[config.mk]
export PLATFORM = sky130hd
export DESIGN_NAME = usb3_descramble_flat
export DESIGN_NICKNAME = d
export VERILOG_FILES = /design/src/rtl/usb3_descramble_if.sv /design/src/rtl/usb3_descramble.sv /design/src/flat_wrapper.sv
export SDC_FILE = /design/constraint.sdc
export NUM_CORES = 1
export LEC_CHECK = 0
export ABC_AREA = 1
export CORE_ASPECT_RATIO = 1.4
export CORE_MARGIN = 8
export CORE_UTILIZATION = 58
export DETAILED_ROUTE_END_ITERATION = 8
export GPL_TIMING_DRIVEN = 0
export PLACE_DENSITY = 0.82
export SLEW_MARGIN = 15
export SYNTH_ARGS = -nofsm -noshare
export SYNTH_HDL_FRONTEND = slang
export SYNTH_SLANG_ARGS = --single-unit
[constraint.sdc]
create_clock -name local_clk -period 4.2 [get_ports local_clk]
set_input_delay 0.42 -clock local_clk [delete_from_list [all_inputs] [get_ports local_clk]]
set_output_delay 0.42 -clock local_clk [all_outputs]
set_load 0.02 [all_outputs]
[src/rtl/usb3_descramble_if.sv]
// usb3_descramble_if -- symbol-stream bundle for the USB3 receive descrambler.
//
// Signals
//   enable        1 = descramble D symbols, 0 = bypass with the LFSR parked at its seed
//   raw_data      received symbols, lane 3 [31:24] first in time, lane 0 [7:0] last
//   raw_datak     per-lane K flag (bit i belongs to lane i)
//   raw_valid     raw_data/raw_datak qualify this cycle
//   proc_data     descrambled, SKP-stripped word in the same lane order
//   proc_datak    K flags aligned to proc_data
//   proc_valid    proc_data/proc_datak qualify this cycle
//   skp_strip     SKP halfwords removed from the word accepted two cycles earlier
//   err_skp_align pulse for a SKP that is not part of an aligned SKP halfword
//
// Modports
//   master  the upstream side: drives enable/raw_*, observes the processed stream
//   slave   the descrambler: consumes enable/raw_*, drives proc_*/status
interface usb3_descramble_if;
  logic        enable;
  logic [31:0] raw_data;
  logic [3:0]  raw_datak;
  logic        raw_valid;
  logic [31:0] proc_data;
  logic [3:0]  proc_datak;
  logic        proc_valid;
  logic [1:0]  skp_strip;
  logic        err_skp_align;

  modport master (
    output enable, raw_data, raw_datak, raw_valid,
    input  proc_data, proc_datak, proc_valid, skp_strip, err_skp_align
  );

  modport slave (
    input  enable, raw_data, raw_datak, raw_valid,
    output proc_data, proc_datak, proc_valid, skp_strip, err_skp_align
  );
endinterface

[src/rtl/usb3_descramble.sv]
// usb3_descramble -- USB3 receive-side descrambler with SKP halfword stripping.
//
// Two register stages:
//   stage A  descrambles all four lanes of a word in one cycle (lane 3 first in
//            time) and flags which halfwords survive SKP stripping.
//   stage B  packs surviving halfwords, holding at most one leftover halfword,
//            and emits a full word whenever two halfwords are available.
//
// LFSR: x^16+x^5+x^4+x^3+1, seed 16'hFFFF, Galois form shifting left. The
// keystream byte for a symbol is the MSB taken before each of the 8 steps,
// first step in bit 0. D symbols are XORed with it, then the LFSR advances.
// COM reloads the seed for the following lanes; SKP neither XORs nor advances;
// any other K symbol passes unchanged and advances.
//
// Ports
//   local_clk  sole clock, rising edge
//   reset      asynchronous, active-high
//   bus        usb3_descramble_if.slave (enable, raw_*, proc_*, skp_strip,
//              err_skp_align)
//
// Build option
//   USB3_DESCRAMBLE_SKP_STRIP_EN  when defined, halfwords made of two SKP
//   symbols are removed from the stream. When undefined, SKPs pass through,
//   every valid word appears two cycles later and skp_strip stays 0.
module usb3_descramble (
  input logic              local_clk,
  input logic              reset,
  usb3_descramble_if.slave bus
);

  localparam logic [15:0] SEED      = 16'hFFFF;
  localparam logic [15:0] POLY_TAPS = 16'h0039;
  localparam logic [7:0]  COM_SYM   = 8'hBC;
  localparam logic [7:0]  SKP_SYM   = 8'h3C;

  // Advance the LFSR by one symbol (8 steps).
  function automatic logic [15:0] lfsr_step8(input logic [15:0] s);
    logic [15:0] t;
    t = s;
    for (int unsigned n = 0; n < 8; n++) begin
      t = {t[14:0], 1'b0} ^ (t[15] ? POLY_TAPS : 16'h0000);
    end
    return t;
  endfunction

  // Keystream byte for the current LFSR state; first step lands in bit 0.
  function automatic logic [7:0] lfsr_byte(input logic [15:0] s);
    logic [15:0] t;
    logic [7:0]  b;
    t = s;
    b = '0;
    for (int unsigned n = 0; n < 8; n++) begin
      b = {t[15], b[7:1]};
      t = {t[14:0], 1'b0} ^ (t[15] ? POLY_TAPS : 16'h0000);
    end
    return b;
  endfunction

  // ---------------------------------------------------------------------------
  // Stage A: descramble
  // ---------------------------------------------------------------------------
  logic [15:0] lfsr_q;
  logic [15:0] lfsr_d;
  logic [15:0] cur_lfsr;
  logic [31:0] desc_d;
  logic [3:0]  skp_lane;
  logic [1:0]  lane;
  logic [7:0]  sym;
  logic        sym_k;
  logic        keep_hi_d;
  logic        keep_lo_d;
  logic        err_d;
  logic [1:0]  strip_d;

  logic        a_valid;
  logic [31:0] a_data;
  logic [3:0]  a_datak;
  logic        a_keep_hi;
  logic        a_keep_lo;
  logic        a_err;
  logic [1:0]  a_strip;

  // Lanes are walked in time order so a COM reseeds the lanes after it.
  always_comb begin
    cur_lfsr = lfsr_q;
    desc_d   = bus.raw_data;
    skp_lane = '0;
    lane     = '0;
    sym      = '0;
    sym_k    = 1'b0;
    lfsr_d   = lfsr_q;
    for (int unsigned n = 0; n < 4; n++) begin
      lane  = 2'(32'd3 - n);
      sym   = bus.raw_data[{lane, 3'b000} +: 8];
      sym_k = bus.raw_datak[lane];
      if (sym_k && sym == SKP_SYM) begin
        skp_lane[lane] = 1'b1;
      end else if (sym_k && sym == COM_SYM) begin
        cur_lfsr = SEED;
      end else begin
        if (!sym_k) begin
          desc_d[{lane, 3'b000} +: 8] = sym ^ lfsr_byte(cur_lfsr);
        end
        cur_lfsr = lfsr_step8(cur_lfsr);
      end
    end
    if (!bus.enable) begin
      desc_d = bus.raw_data;
      lfsr_d = SEED;
    end else if (bus.raw_valid) begin
      lfsr_d = cur_lfsr;
    end
  end

`ifdef USB3_DESCRAMBLE_SKP_STRIP_EN
  assign keep_hi_d = ~(skp_lane[3] & skp_lane[2]);
  assign keep_lo_d = ~(skp_lane[1] & skp_lane[0]);
`else
  assign keep_hi_d = 1'b1;
  assign keep_lo_d = 1'b1;
`endif

  // A lone SKP inside a halfword is misaligned regardless of stripping.
  assign err_d   = (skp_lane[3] ^ skp_lane[2]) | (skp_lane[1] ^ skp_lane[0]);
  assign strip_d = {1'b0, ~keep_hi_d} + {1'b0, ~keep_lo_d};

  always_ff @(posedge local_clk or posedge reset) begin
    if (reset) begin
      lfsr_q    <= SEED;
      a_valid   <= 1'b0;
      a_data    <= '0;
      a_datak   <= '0;
      a_keep_hi <= 1'b0;
      a_keep_lo <= 1'b0;
      a_err     <= 1'b0;
      a_strip   <= '0;
    end else begin
      lfsr_q    <= lfsr_d;
      a_valid   <= bus.raw_valid;
      a_data    <= desc_d;
      a_datak   <= bus.raw_datak;
      a_keep_hi <= keep_hi_d;
      a_keep_lo <= keep_lo_d;
      a_err     <= err_d;
      a_strip   <= strip_d;
    end
  end

  // ---------------------------------------------------------------------------
  // Stage B: halfword packer
  // ---------------------------------------------------------------------------
  // Halfwords carry {datak[1:0], data[15:0]}.
  logic        held_q;
  logic [17:0] held_hw;
  logic [17:0] hw_hi;
  logic [17:0] hw_lo;
  logic        take_hi;
  logic        take_lo;
  logic [1:0]  n_avail;
  logic [17:0] hw0;
  logic [17:0] hw1;
  logic [17:0] hw2;

  logic [31:0] proc_data_q;
  logic [3:0]  proc_datak_q;
  logic        proc_valid_q;
  logic [1:0]  skp_strip_q;
  logic        err_q;

  assign hw_hi   = {a_datak[3:2], a_data[31:16]};
  assign hw_lo   = {a_datak[1:0], a_data[15:0]};
  assign take_hi = a_valid & a_keep_hi;
  assign take_lo = a_valid & a_keep_lo;

  // Candidates in stream order: leftover, then upper, then lower halfword.
  // hw1 is only consumed with two or more available, hw2 only with three,
  // which lets each slot be chosen from a couple of flags instead of a shifter.
  always_comb begin
    n_avail = {1'b0, held_q} + {1'b0, take_hi} + {1'b0, take_lo};
    hw0     = held_q ? held_hw : (take_hi ? hw_hi : hw_lo);
    hw1     = (held_q && take_hi) ? hw_hi : hw_lo;
    hw2     = hw_lo;
  end

  always_ff @(posedge local_clk or posedge reset) begin
    if (reset) begin
      held_q       <= 1'b0;
      held_hw      <= '0;
      proc_data_q  <= '0;
      proc_datak_q <= '0;
      proc_valid_q <= 1'b0;
      skp_strip_q  <= '0;
      err_q        <= 1'b0;
    end else begin
      if (n_avail >= 2'd2) begin
        proc_valid_q <= 1'b1;
        proc_data_q  <= {hw0[15:0], hw1[15:0]};
        proc_datak_q <= {hw0[17:16], hw1[17:16]};
        held_q       <= (n_avail == 2'd3);
        held_hw      <= hw2;
      end else begin
        proc_valid_q <= 1'b0;
        proc_data_q  <= '0;
        proc_datak_q <= '0;
        held_q       <= (n_avail == 2'd1);
        held_hw      <= hw0;
      end
      skp_strip_q <= a_valid ? a_strip : 2'd0;
      err_q       <= a_valid & a_err;
    end
  end

  assign bus.proc_data     = proc_data_q;
  assign bus.proc_datak    = proc_datak_q;
  assign bus.proc_valid    = proc_valid_q;
  assign bus.skp_strip     = skp_strip_q;
  assign bus.err_skp_align = err_q;

endmodule

[src/flat_wrapper.sv]
// flat-port wrapper written by rule: the top's interface ports become plain ports
module usb3_descramble_flat 
  (local_clk, reset, bus_enable, bus_raw_data, bus_raw_datak, bus_raw_valid, bus_proc_data, bus_proc_datak, bus_proc_valid, bus_skp_strip, bus_err_skp_align);
  usb3_descramble_if bus_i ();
  input logic local_clk;
  input logic reset;
  input wire logic [$bits(bus_i.enable)-1:0] bus_enable;
  input wire logic [$bits(bus_i.raw_data)-1:0] bus_raw_data;
  input wire logic [$bits(bus_i.raw_datak)-1:0] bus_raw_datak;
  input wire logic [$bits(bus_i.raw_valid)-1:0] bus_raw_valid;
  output wire logic [$bits(bus_i.proc_data)-1:0] bus_proc_data;
  output wire logic [$bits(bus_i.proc_datak)-1:0] bus_proc_datak;
  output wire logic [$bits(bus_i.proc_valid)-1:0] bus_proc_valid;
  output wire logic [$bits(bus_i.skp_strip)-1:0] bus_skp_strip;
  output wire logic [$bits(bus_i.err_skp_align)-1:0] bus_err_skp_align;
  assign bus_i.enable = bus_enable;
  assign bus_i.raw_data = bus_raw_data;
  assign bus_i.raw_datak = bus_raw_datak;
  assign bus_i.raw_valid = bus_raw_valid;
  assign bus_proc_data = bus_i.proc_data;
  assign bus_proc_datak = bus_i.proc_datak;
  assign bus_proc_valid = bus_i.proc_valid;
  assign bus_skp_strip = bus_i.skp_strip;
  assign bus_err_skp_align = bus_i.err_skp_align;
  usb3_descramble u_core (.local_clk(local_clk), .reset(reset), .bus(bus_i));
endmodule
==> flow_summary.ini <==
[layout]
fin_nets = 1162
n_fill_cell = 1089
drive_above_1_share_pct = 12.7
syn_to_final_growth_pct = 17.4
multi_input_area_um2 = 3880
diodes = 0
final_cell_area_um2 = 8640
seqCellArea_um2 = 2820

[drt]
ant_nets = 0
wl_per_cell_um = 17.0
drtPass1Iterations = 7
wl_um = 21700
vias = 7030
drc = 0
via_per_inst = 5.52
drtIter0Drc = 530

[global_routing]
grt_max_degree = 80
track_usage_pct = 26.2
antenna_found_initial = 0
grt-ovfl-total = 0
first_global_vias = 6726
grt_pass1_wl_um = 34800

[cts]
clkLatencyLatePin_ps = 360
cts_tree = done
post_cts_buffers = 0
ctsHoldBuffers = 0
cts.clk_slew.worst_paths_ps = 70
htreeDepth = 3
cts-root-buf = clkbuf_16
cts.path.max_buffers = 2
clkSinkCount = 112
post_cts_resized = 0
numCtsBuffers = 9

[flow_run]
maxCapViolations = 0

[critical_path]
reg2reg_from = u_core.a_valid
worst-path-max-fanout = 12
worstSetupPathType = flip-flop to flip-flop
arrival_ps = 3470
endpoint_kind = flip-flop
reg2reg_setup_slack_ps = 940
reg2reg_to = u_core.held_hw[16]
cp.required_ps = 4410
startpoint_type = flip-flop
worst_r2r_path_depth = 10

[synth]
synthArstFlopShare_pct = 100
synth_top_flop_cell = dfrtp_1
synth.avg_cell_area_um2 = 7.15
ys_seq_elements = 112
yosysWarnings = 0
synth_area_leaders = dfrtp_1 (33%), nand2_1 (18%), dfstp_2 (5.7%)
synth_top_family_by_area = simple AND/OR/NAND/NOR gates
synth-edff-count = 0
synthMuxAreaShare_pct = 0.272
synth_compound_area_share_pct = 9.49
synth_cells = 1029
synth_top_cell_by_area = dfrtp_1
synth_top_cell_area_share_pct = 32.7
synthAdderAreaFrac_pct = 0.510
synth_cell_type_count = 47
synth_simple_gate_area_share_pct = 36.5
synth-xor-area-share_pct = 5.83
ys_seq_area_share_pct = 38.4
netlist_area_um2 = 7360

[sta]
fin_skew_ps = 9.41
worst_slew_margin_rel_pct = 55.8
setup_viol = 0
tightestPinTransition_ps = 659
finalHoldViolCount = 0
finalCritPeriodShare_pct = 77.6
fin_ws_ps = 940
drv_slew = 0
rsz0062_at_grt = false
final.min_clock_period_ps = 3260
max_freq_ghz = 0.307

[die]
core_um2 = 12400
rows = 48
io_pins = 80
initial_utilization_pct = 59.5
die_h_um = 149
chipWidth_um = 111
die_area_um2 = 16600

[power]
power_density_nw_per_um2 = 948
irDropWorstVdd_uv = 1000
p_total_mw = 8.18
p_leak_nw = 4.41

[placement]
placed_cell_area_um2 = 8350
dp_hpwl_um = 17300
dpl_worst_slack_ps = 815
place.port_buffers = 77
gp_congestion = 0.977

[min_path]
hp-class = primary input to async pin

[status]
run_status = finished clean
==> per-stage QoR <==
| step | hold WS, ps | cells | TNS (ps) | util [%] |
|---|---|---|---|---|
| finish | 443 | 1274 | 0 | 69.8 |
| global route | 483 | 1274 | 0 | 69.8 |
| CTS | 460 | 1274 | 0 | 69.8 |
| detailed placement | 469 | 1258 | 0 | 67.5 |
| global placement | 446 | 1257 | -57860 | 67.2 |
| floorplan | 413 | 1030 | 0 | - |
==> how the worst max path moves through the flow <==
stage	start	to	slack [ps]	cells after the start
3_3_place_gp	reset	u_core.a_data[2]	-610	2
5_1_grt	u_core.a_valid	u_core.held_hw[10]	740	10
4_1_cts	u_core.a_valid	u_core.held_hw[16]	960	10
3_5_place_dp	bus_raw_datak[3]	u_core.lfsr_q[10]	820	20
2_1_floorplan	reset	u_core.a_data[0]	850	1
6_report	u_core.a_valid	u_core.held_hw[16]	940	10
==> worst max-delay path, stage by stage (launching register included) <==
cell	delay (ps)
dfrtp_1	390
nand2_1	150
inv_1	140
buf_1	300
ha_1	290
clkbuf_1	210
nor3_2	590
clkinv_1	480
clkbuf_1	350
nand2_1	120
o21ai_0	90
==> per-layer routing <==
layer,GRT usage [%],wire (um),up-vias
met5,0,0,-
met4,14.2,1060,0
met3,4.11,1230,69
met2,46.2,11100,310
met1,29.8,8380,3236
li1,-,-,3415
==> cells in the final DEF, fill, tap and decap left out, types with 23 or more instances in the layout <==
cell type        instances
a21oi_1                 38
inv_1                   96
nor2_1                  82
nand3_1                 71
xor2_1                  23
clkdlybuf4s50_1         77
nand2_1                351
xnor2_1                 26
dfrtp_1                 96
o21ai_0                 43
nand2_2                 25
==> synth_stat cells, types with 2 or more instances <==
cell type / count
inv_4: 3
nand4_2: 2
o21ai_1: 3
xnor2_1: 26
nand4_1: 16
dfrtp_1: 96
conb_1: 2
clkbuf_1: 18
nand3_2: 12
o21ai_0: 43
nand2_1: 351
mux2i_1: 2
inv_2: 14
nor2_4: 3
dfstp_2: 16
a31oi_1: 4
a21oi_1: 38
nand3_1: 71
inv_1: 97
nand2_4: 15
clkinv_1: 2
nor2_2: 3
nor3_1: 2
buf_4: 8
a211oi_1: 16
nor4_1: 2
buf_2: 10
nand2_2: 25
xor2_1: 23
ha_1: 3
nor2_1: 82
a21oi_2: 6
==> logic make-up after synthesis <==
family	after synthesis
AOI/OAI and AO/OA	117
xor gates and xnor gates	49
adders and majority gates	3
buffers and inverters	156
DFF	112
muxes	2
other	2
and+or+nand+nor	588
==> final cells by class <==
class | instances | area share (%)
Multi-Input combinational cell | 762 | 45.0
Sequential cell | 112 | 32.7
Timing Repair Buffer | 78 | 9.24
Inverter | 117 | 5.24
Clock buffer | 10 | 2.65
Buffer | 39 | 2.39
Tap cell | 150 | 2.17
Clock inverter | 6 | 0.666
==> power breakdown <==
group | switching (mW) | total (mW) | internal, mW
sequential | 0.164 | 1.64 | 1.48
combinational | 3.86 | 5.70 | 1.84
clock | 0.421 | 0.841 | 0.419
total | 4.44 | 8.18 | 3.74
==> registers in the layout, summed over array words and instances, names as in the netlist <==
signal / flops
u_core.a_data: 32
u_core.a_datak: 4
u_core.a_err: 1
u_core.a_keep_hi: 1
u_core.a_valid: 1
u_core.bus.err_skp_align: 1
u_core.bus.proc_data: 32
u_core.bus.proc_datak: 4
u_core.bus.proc_valid: 1
u_core.held_hw: 18
u_core.held_q: 1
u_core.lfsr_q: 16
No activity file was read; power rests on OpenSTA's default activity.
